--- src/rtl/robo_pkg.sv ---
// Shared definitions for the robot datapath: acao codes (shared with avanco),
// orientation codes and the position-tracker state encoding.
package robo_pkg;

  localparam int unsigned ACAO_W = 3;

  // acao codes produced by avanco
  localparam logic [ACAO_W-1:0] PARADO = 3'b000;
  localparam logic [ACAO_W-1:0] ACAO_N = 3'b001;
  localparam logic [ACAO_W-1:0] ACAO_O = 3'b010;
  localparam logic [ACAO_W-1:0] ACAO_L = 3'b011;
  localparam logic [ACAO_W-1:0] ACAO_S = 3'b100;

  // orientation codes
  localparam logic [ACAO_W-1:0] NORTE = 3'b001;
  localparam logic [ACAO_W-1:0] OESTE = 3'b010;
  localparam logic [ACAO_W-1:0] LESTE = 3'b011;
  localparam logic [ACAO_W-1:0] SUL   = 3'b100;

  localparam int unsigned PASSOS_W   = 8;
  localparam logic [PASSOS_W-1:0] PASSOS_MAX = 8'hFF;

  typedef enum logic [1:0] {
    LIVRE  = 2'd0,
    BATEU  = 2'd1,
    CHEGOU = 2'd2
  } estado_pos_t;

  // True for one of the four movement codes
  function automatic logic eh_passo(input logic [ACAO_W-1:0] a);
    return (a == ACAO_N) || (a == ACAO_O) || (a == ACAO_L) || (a == ACAO_S);
  endfunction

endpackage

--- src/rtl/posicao_proxima_posicao.sv ---
// proxima_posicao: combinational next-cell calculator.
// Ports:
//   x, y            current coordinates
//   acao            requested action code
//   nx, ny          coordinates of the neighbouring cell in the requested direction
//                   (equal to x, y for non-step codes or when leaving the grid)
//   fora_da_grade   the requested step would leave the grid
//   codigo_invalido acao is one of the unused codes 101..111
module proxima_posicao
  import robo_pkg::*;
#(
  parameter int unsigned LARG = 8,
  parameter int unsigned ALT  = 8,
  parameter int unsigned WX   = $clog2(LARG),
  parameter int unsigned WY   = $clog2(ALT)
) (
  input  logic [WX-1:0]     x,
  input  logic [WY-1:0]     y,
  input  logic [ACAO_W-1:0] acao,
  output logic [WX-1:0]     nx,
  output logic [WY-1:0]     ny,
  output logic              fora_da_grade,
  output logic              codigo_invalido
);

  localparam logic [WX-1:0] X_MAX = WX'(LARG - 1);
  localparam logic [WY-1:0] Y_MAX = WY'(ALT - 1);

  // Boundary tests compare against the edge cells directly, so no wider
  // arithmetic is needed to detect leaving the grid.
  always_comb begin
    nx              = x;
    ny              = y;
    fora_da_grade   = 1'b0;
    codigo_invalido = 1'b0;
    case (acao)
      ACAO_N: begin
        if (y == Y_MAX) fora_da_grade = 1'b1;
        else            ny = y + WY'(1);
      end
      ACAO_S: begin
        if (y == '0) fora_da_grade = 1'b1;
        else         ny = y - WY'(1);
      end
      ACAO_L: begin
        if (x == X_MAX) fora_da_grade = 1'b1;
        else            nx = x + WX'(1);
      end
      ACAO_O: begin
        if (x == '0) fora_da_grade = 1'b1;
        else         nx = x - WX'(1);
      end
      PARADO:  ;
      default: codigo_invalido = 1'b1;
    endcase
  end

endmodule

--- src/rtl/posicao.sv ---
// posicao: grid position tracker fed by avanco's acao codes.
// Ports:
//   c4, reset            clock and synchronous active-high reset
//   acao                 action code (000 parado, 001 N, 010 O, 011 L, 100 S)
//   alvo_x, alvo_y       target cell, compared only while LIVRE
//   novo_alvo            pulse releasing the CHEGOU state
//   x, y                 current cell (registered)
//   bloqueado            high while a wall hit is pending release (BATEU)
//   chegou               high while parked on the target (CHEGOU)
//   acao_invalida        one-cycle pulse for each invalid acao sample
//   passos               saturating count of successful steps
module posicao
  import robo_pkg::*;
#(
  parameter int unsigned LARG = 8,
  parameter int unsigned ALT  = 8,
  parameter int unsigned X0   = 0,
  parameter int unsigned Y0   = 0,
  parameter int unsigned WX   = $clog2(LARG),
  parameter int unsigned WY   = $clog2(ALT)
) (
  input  logic                c4,
  input  logic                reset,
  input  logic [ACAO_W-1:0]   acao,
  input  logic [WX-1:0]       alvo_x,
  input  logic [WY-1:0]       alvo_y,
  input  logic                novo_alvo,
  output logic [WX-1:0]       x,
  output logic [WY-1:0]       y,
  output logic                bloqueado,
  output logic                chegou,
  output logic                acao_invalida,
  output logic [PASSOS_W-1:0] passos
);

  estado_pos_t   estado;
  logic [WX-1:0] nx;
  logic [WY-1:0] ny;
  logic          fora_da_grade;
  logic          codigo_invalido;

  proxima_posicao #(
    .LARG (LARG),
    .ALT  (ALT),
    .WX   (WX),
    .WY   (WY)
  ) u_proxima (
    .x               (x),
    .y               (y),
    .acao            (acao),
    .nx              (nx),
    .ny              (ny),
    .fora_da_grade   (fora_da_grade),
    .codigo_invalido (codigo_invalido)
  );

  // FSM, coordinate registers, step counter and target comparison
  always_ff @(posedge c4) begin
    if (reset) begin
      estado        <= LIVRE;
      x             <= WX'(X0);
      y             <= WY'(Y0);
      passos        <= '0;
      bloqueado     <= 1'b0;
      chegou        <= 1'b0;
      acao_invalida <= 1'b0;
    end else begin
      acao_invalida <= codigo_invalido;
      case (estado)
        LIVRE: begin
          if (eh_passo(acao)) begin
            if (fora_da_grade) begin
              estado    <= BATEU;
              bloqueado <= 1'b1;
            end else begin
              x <= nx;
              y <= ny;
              if (passos != PASSOS_MAX) passos <= passos + PASSOS_W'(1);
              // Arrival is judged on the cell being entered, so chegou
              // rises on the same edge as the move.
              if ((nx == alvo_x) && (ny == alvo_y)) begin
                estado <= CHEGOU;
                chegou <= 1'b1;
              end
            end
          end else if ((acao == PARADO) && (x == alvo_x) && (y == alvo_y)) begin
            // Idle on the target, e.g. a target equal to the reset cell
            estado <= CHEGOU;
            chegou <= 1'b1;
          end
        end
        BATEU: begin
          if (acao == PARADO) begin
            estado    <= LIVRE;
            bloqueado <= 1'b0;
          end
        end
        CHEGOU: begin
          if (novo_alvo) begin
            estado <= LIVRE;
            chegou <= 1'b0;
          end
        end
        default: begin
          estado    <= LIVRE;
          bloqueado <= 1'b0;
          chegou    <= 1'b0;
        end
      endcase
    end
  end

endmodule

--- config.mk ---
export PLATFORM = sky130hd
export DESIGN_NAME = posicao
export DESIGN_NICKNAME = d
export VERILOG_FILES = /design/src/rtl/robo_pkg.sv /design/src/rtl/posicao_proxima_posicao.sv /design/src/rtl/posicao.sv
export SDC_FILE = /design/constraint.sdc
export NUM_CORES = 1
export LEC_CHECK = 0
export ABC_CLOCK_PERIOD_IN_PS = 3750
export CORE_ASPECT_RATIO = 0.8
export CORE_MARGIN = 2
export CORE_UTILIZATION = 38
export DETAILED_ROUTE_END_ITERATION = 6
export DONT_BUFFER_PORTS = 1
export PLACE_DENSITY_LB_ADDON = 0.15
export SKIP_LAST_GASP = 1
export SLEW_MARGIN = 20
export SYNTH_ARGS = -nofsm -noshare
export SYNTH_HDL_FRONTEND = slang
export SYNTH_HIERARCHICAL = 1
export SYNTH_SLANG_ARGS = --single-unit
--- constraint.sdc ---
create_clock -name c4 -period 3.75 [get_ports c4]
set_clock_uncertainty 0.15 [all_clocks]
set_input_delay 0.5625 -clock c4 [delete_from_list [all_inputs] [get_ports c4]]
set_output_delay 0.5625 -clock c4 [all_outputs]
set_load 0.01 [all_outputs]
==> metrics.cfg <==
[drt]
wl_mm = 3.32
drc = 0
firstDrtPassIters = 4
ant_nets = 0
wl_per_cell_um = 14.9
drtIter0Drc = 62
num_vias = 1220
via_per_inst = 5.47

[clocking]
htree_levels = 1
cts-root-buf = clkbuf_8
post_cts_buffers = 0
cts_inserted_buffers = 3
clock_sinks = 19
hold_buffers = 0
cts_tree = done
clkTransAtPathRegs_ns = 0.08
clock_path_buffers = 2
cts_resized = 0
clock_latency_ns = 0.26

[timing]
slew_headroom_pct = 64.7
fin_setup_tns_ns = 0
clock.fmax_mhz = 322
hold_viol = 0
fin_crit_sh_pct = 82.7
setup_viol = 0
rsz0062_at_grt = no
timing.final.ws_setup_ns = 0.649
fin_hold_ws_ns = 0.213
slew_violations = 0
worst_slew_pin_slew_ns = 0.524
fin_crit_ns = 3.10

[global_route]
grt_max_degree = 20
grt.total_usage_pct = 15.8
grt_pass1_vias = 1143
grt_pass1_wl_mm = 5.45
overflow = 0
antenna_found_initial = 0

[final_layout]
mostFrequentLayoutCell = nor2_1
fillers = 387
post-route-util_pct = 41.2
antennaDiodeCount = 0
mostFrequentLayoutCells = 20 x nor2_1, 19 x dfxtp_1, 12 x xnor2_1
syn2layout_area_growth_pct = 3.64
nets = 188
drive_gt1_share_pct = 11.9

[logic_synthesis]
synth_cell_types = 54
netlist_area_mm2 = 0.00151
yosysWarnings = 6
synth_seq_area_share_pct = 25.2
ys.flop_type = dfxtp_1
synth_cells = 171
synth_edf_count = 0
syn-num-nets = 190
synth-seq-cells = 19
syn_avg_cell_area_um2 = 8.84
async_reset_ff_share_pct = 0

[worst_hold_path]
hold_path.class = input port to flip-flop

[worst_setup_path]
cp.arrival_ns = 3.14
crit_path_max_fanout = 14
worstSetupPathType = flip-flop to flip-flop
cp.required_ns = 3.79
crit_path_end_kind = flip-flop
cp-start-kind = flip-flop

[pwr]
p_comb_share_pct = 21.7
power_leakage_nw = 0.555
switching_share_pct = 31.7
p_int_mw = 0.339
seq_power_share_pct = 48.0
ir_worst_vdd_mv = 0.169
p_sw_mw = 0.157
power_frac_clock_pct = 30.3
power.density_mw_per_mm2 = 316

[die]
die-area_mm2 = 0.00450
die_w_um = 74.5
start_util_pct = 39.7
io_pins = 29
core_mm2 = 0.00380
std_cell_rows = 20
dieHeight_um = 60.4

[place]
place_congestion = 1.03
dpl.hpwl_mm = 2.48
io_buffers = 0
pre_cts_ws_ns = 0.678

[status]
status = complete, no violations

[flow_run]
maxCapViolCount = 0

## cells in the mapped netlist, drive strengths merged (2+ instances only)
cell type	n	area, um2
nor3	5	46.3
inv	6	22.5
and2b	2	17.5
nand2b	3	18.8
xnor2	12	105
a2111oi	4	62.6
o22ai	2	12.5
nor4	5	31.3
o211ai	2	15.0
a31oi	4	25.0
clkbuf	2	7.51
dfxtp	19	380
a21oi	9	48.8
nor2b	4	25.0
o21ai	4	31.3
mux2i	7	70.1
nor2	20	75.1
nand3	6	35.0
nor3b	4	40.0
ha	7	87.6
or3	2	17.5
or3b	2	17.5
nand2	11	41.3
buf	5	52.6
xor2	7	61.3
## path summary, 6_finish.rpt
path / slack [ns] / cells after the start / to / from
worst min-delay path: 0.21 / 1 / acao_invalida / reset
worst max register to register: 0.65 / 9 / passos[7] / y[0]
worst min register to register: 0.41 / 2 / passos[7] / passos[7]
worst max-delay path: 0.65 / 9 / passos[7] / y[0]
## power groups by stage
stage	combinational, mW	sequential (mW)	clock (mW)
global placement	0.106	0.243	0
global route	0.120	0.241	0.163
floorplan	0.106	0.235	0
finish	0.108	0.238	0.150
detailed placement	0.108	0.243	0
CTS	0.108	0.238	0.157
## layout make-up
type                    instances  area (um2)  share of cell area [%]
clock buffers                   3        41.3                    2.64
well taps                      55        68.8                    4.39
inverters                       6        22.5                    1.44
clock inverters                 1        5.00                   0.319
multi-input cells             139        1050                    66.9
flip-flops and latches         19         380                    24.3
## worst max-delay path, stage by stage, from the launching register on
cell and delay (ns):
dfxtp_1 0.56, inv_1 0.16, ha_1 0.29, nor2b_1 0.16, a32oi_1 0.18, o21ai_0 0.21, nor3_2 0.18, nand3_2 0.37
or4_1 0.60, a21oi_1 0.15
## layer usage
metal,part of all wire [%],global-route usage (%),up-vias,wire (um)
met5,0,0,-,0
met4,1.1,4.34,0,38
met3,4.4,3.99,4,145
met2,43,22.6,21,1420
met1,52,23.4,579,1710
li1,-,-,616,-
## logic make-up after synthesis
family | after synthesis | synth area share [%]
xor+xnor | 19 | 11.0
buf+inv | 13 | 5.46
fa+ha+maj | 7 | 5.79
simple gates | 71 | 28.9
mux | 8 | 5.38
flops | 19 | 25.2
compound gates | 34 | 18.3
## stage by stage
stage	power, mW	cell area [um2]	instances
after floorplan	0.341	1510	171
after global placement	0.349	1520	219
after detailed placement	0.351	1520	219
after CTS	0.503	1570	223
after global routing	0.525	1570	223
final	0.496	1570	223
## flip-flops by register name (all words and copies together) (netlist names)
name and cells:
acao_invalida 1, bloqueado 1, chegou 1, estado 2, passos 8, x 3, y 3
(Power assumes the default switching activity.)
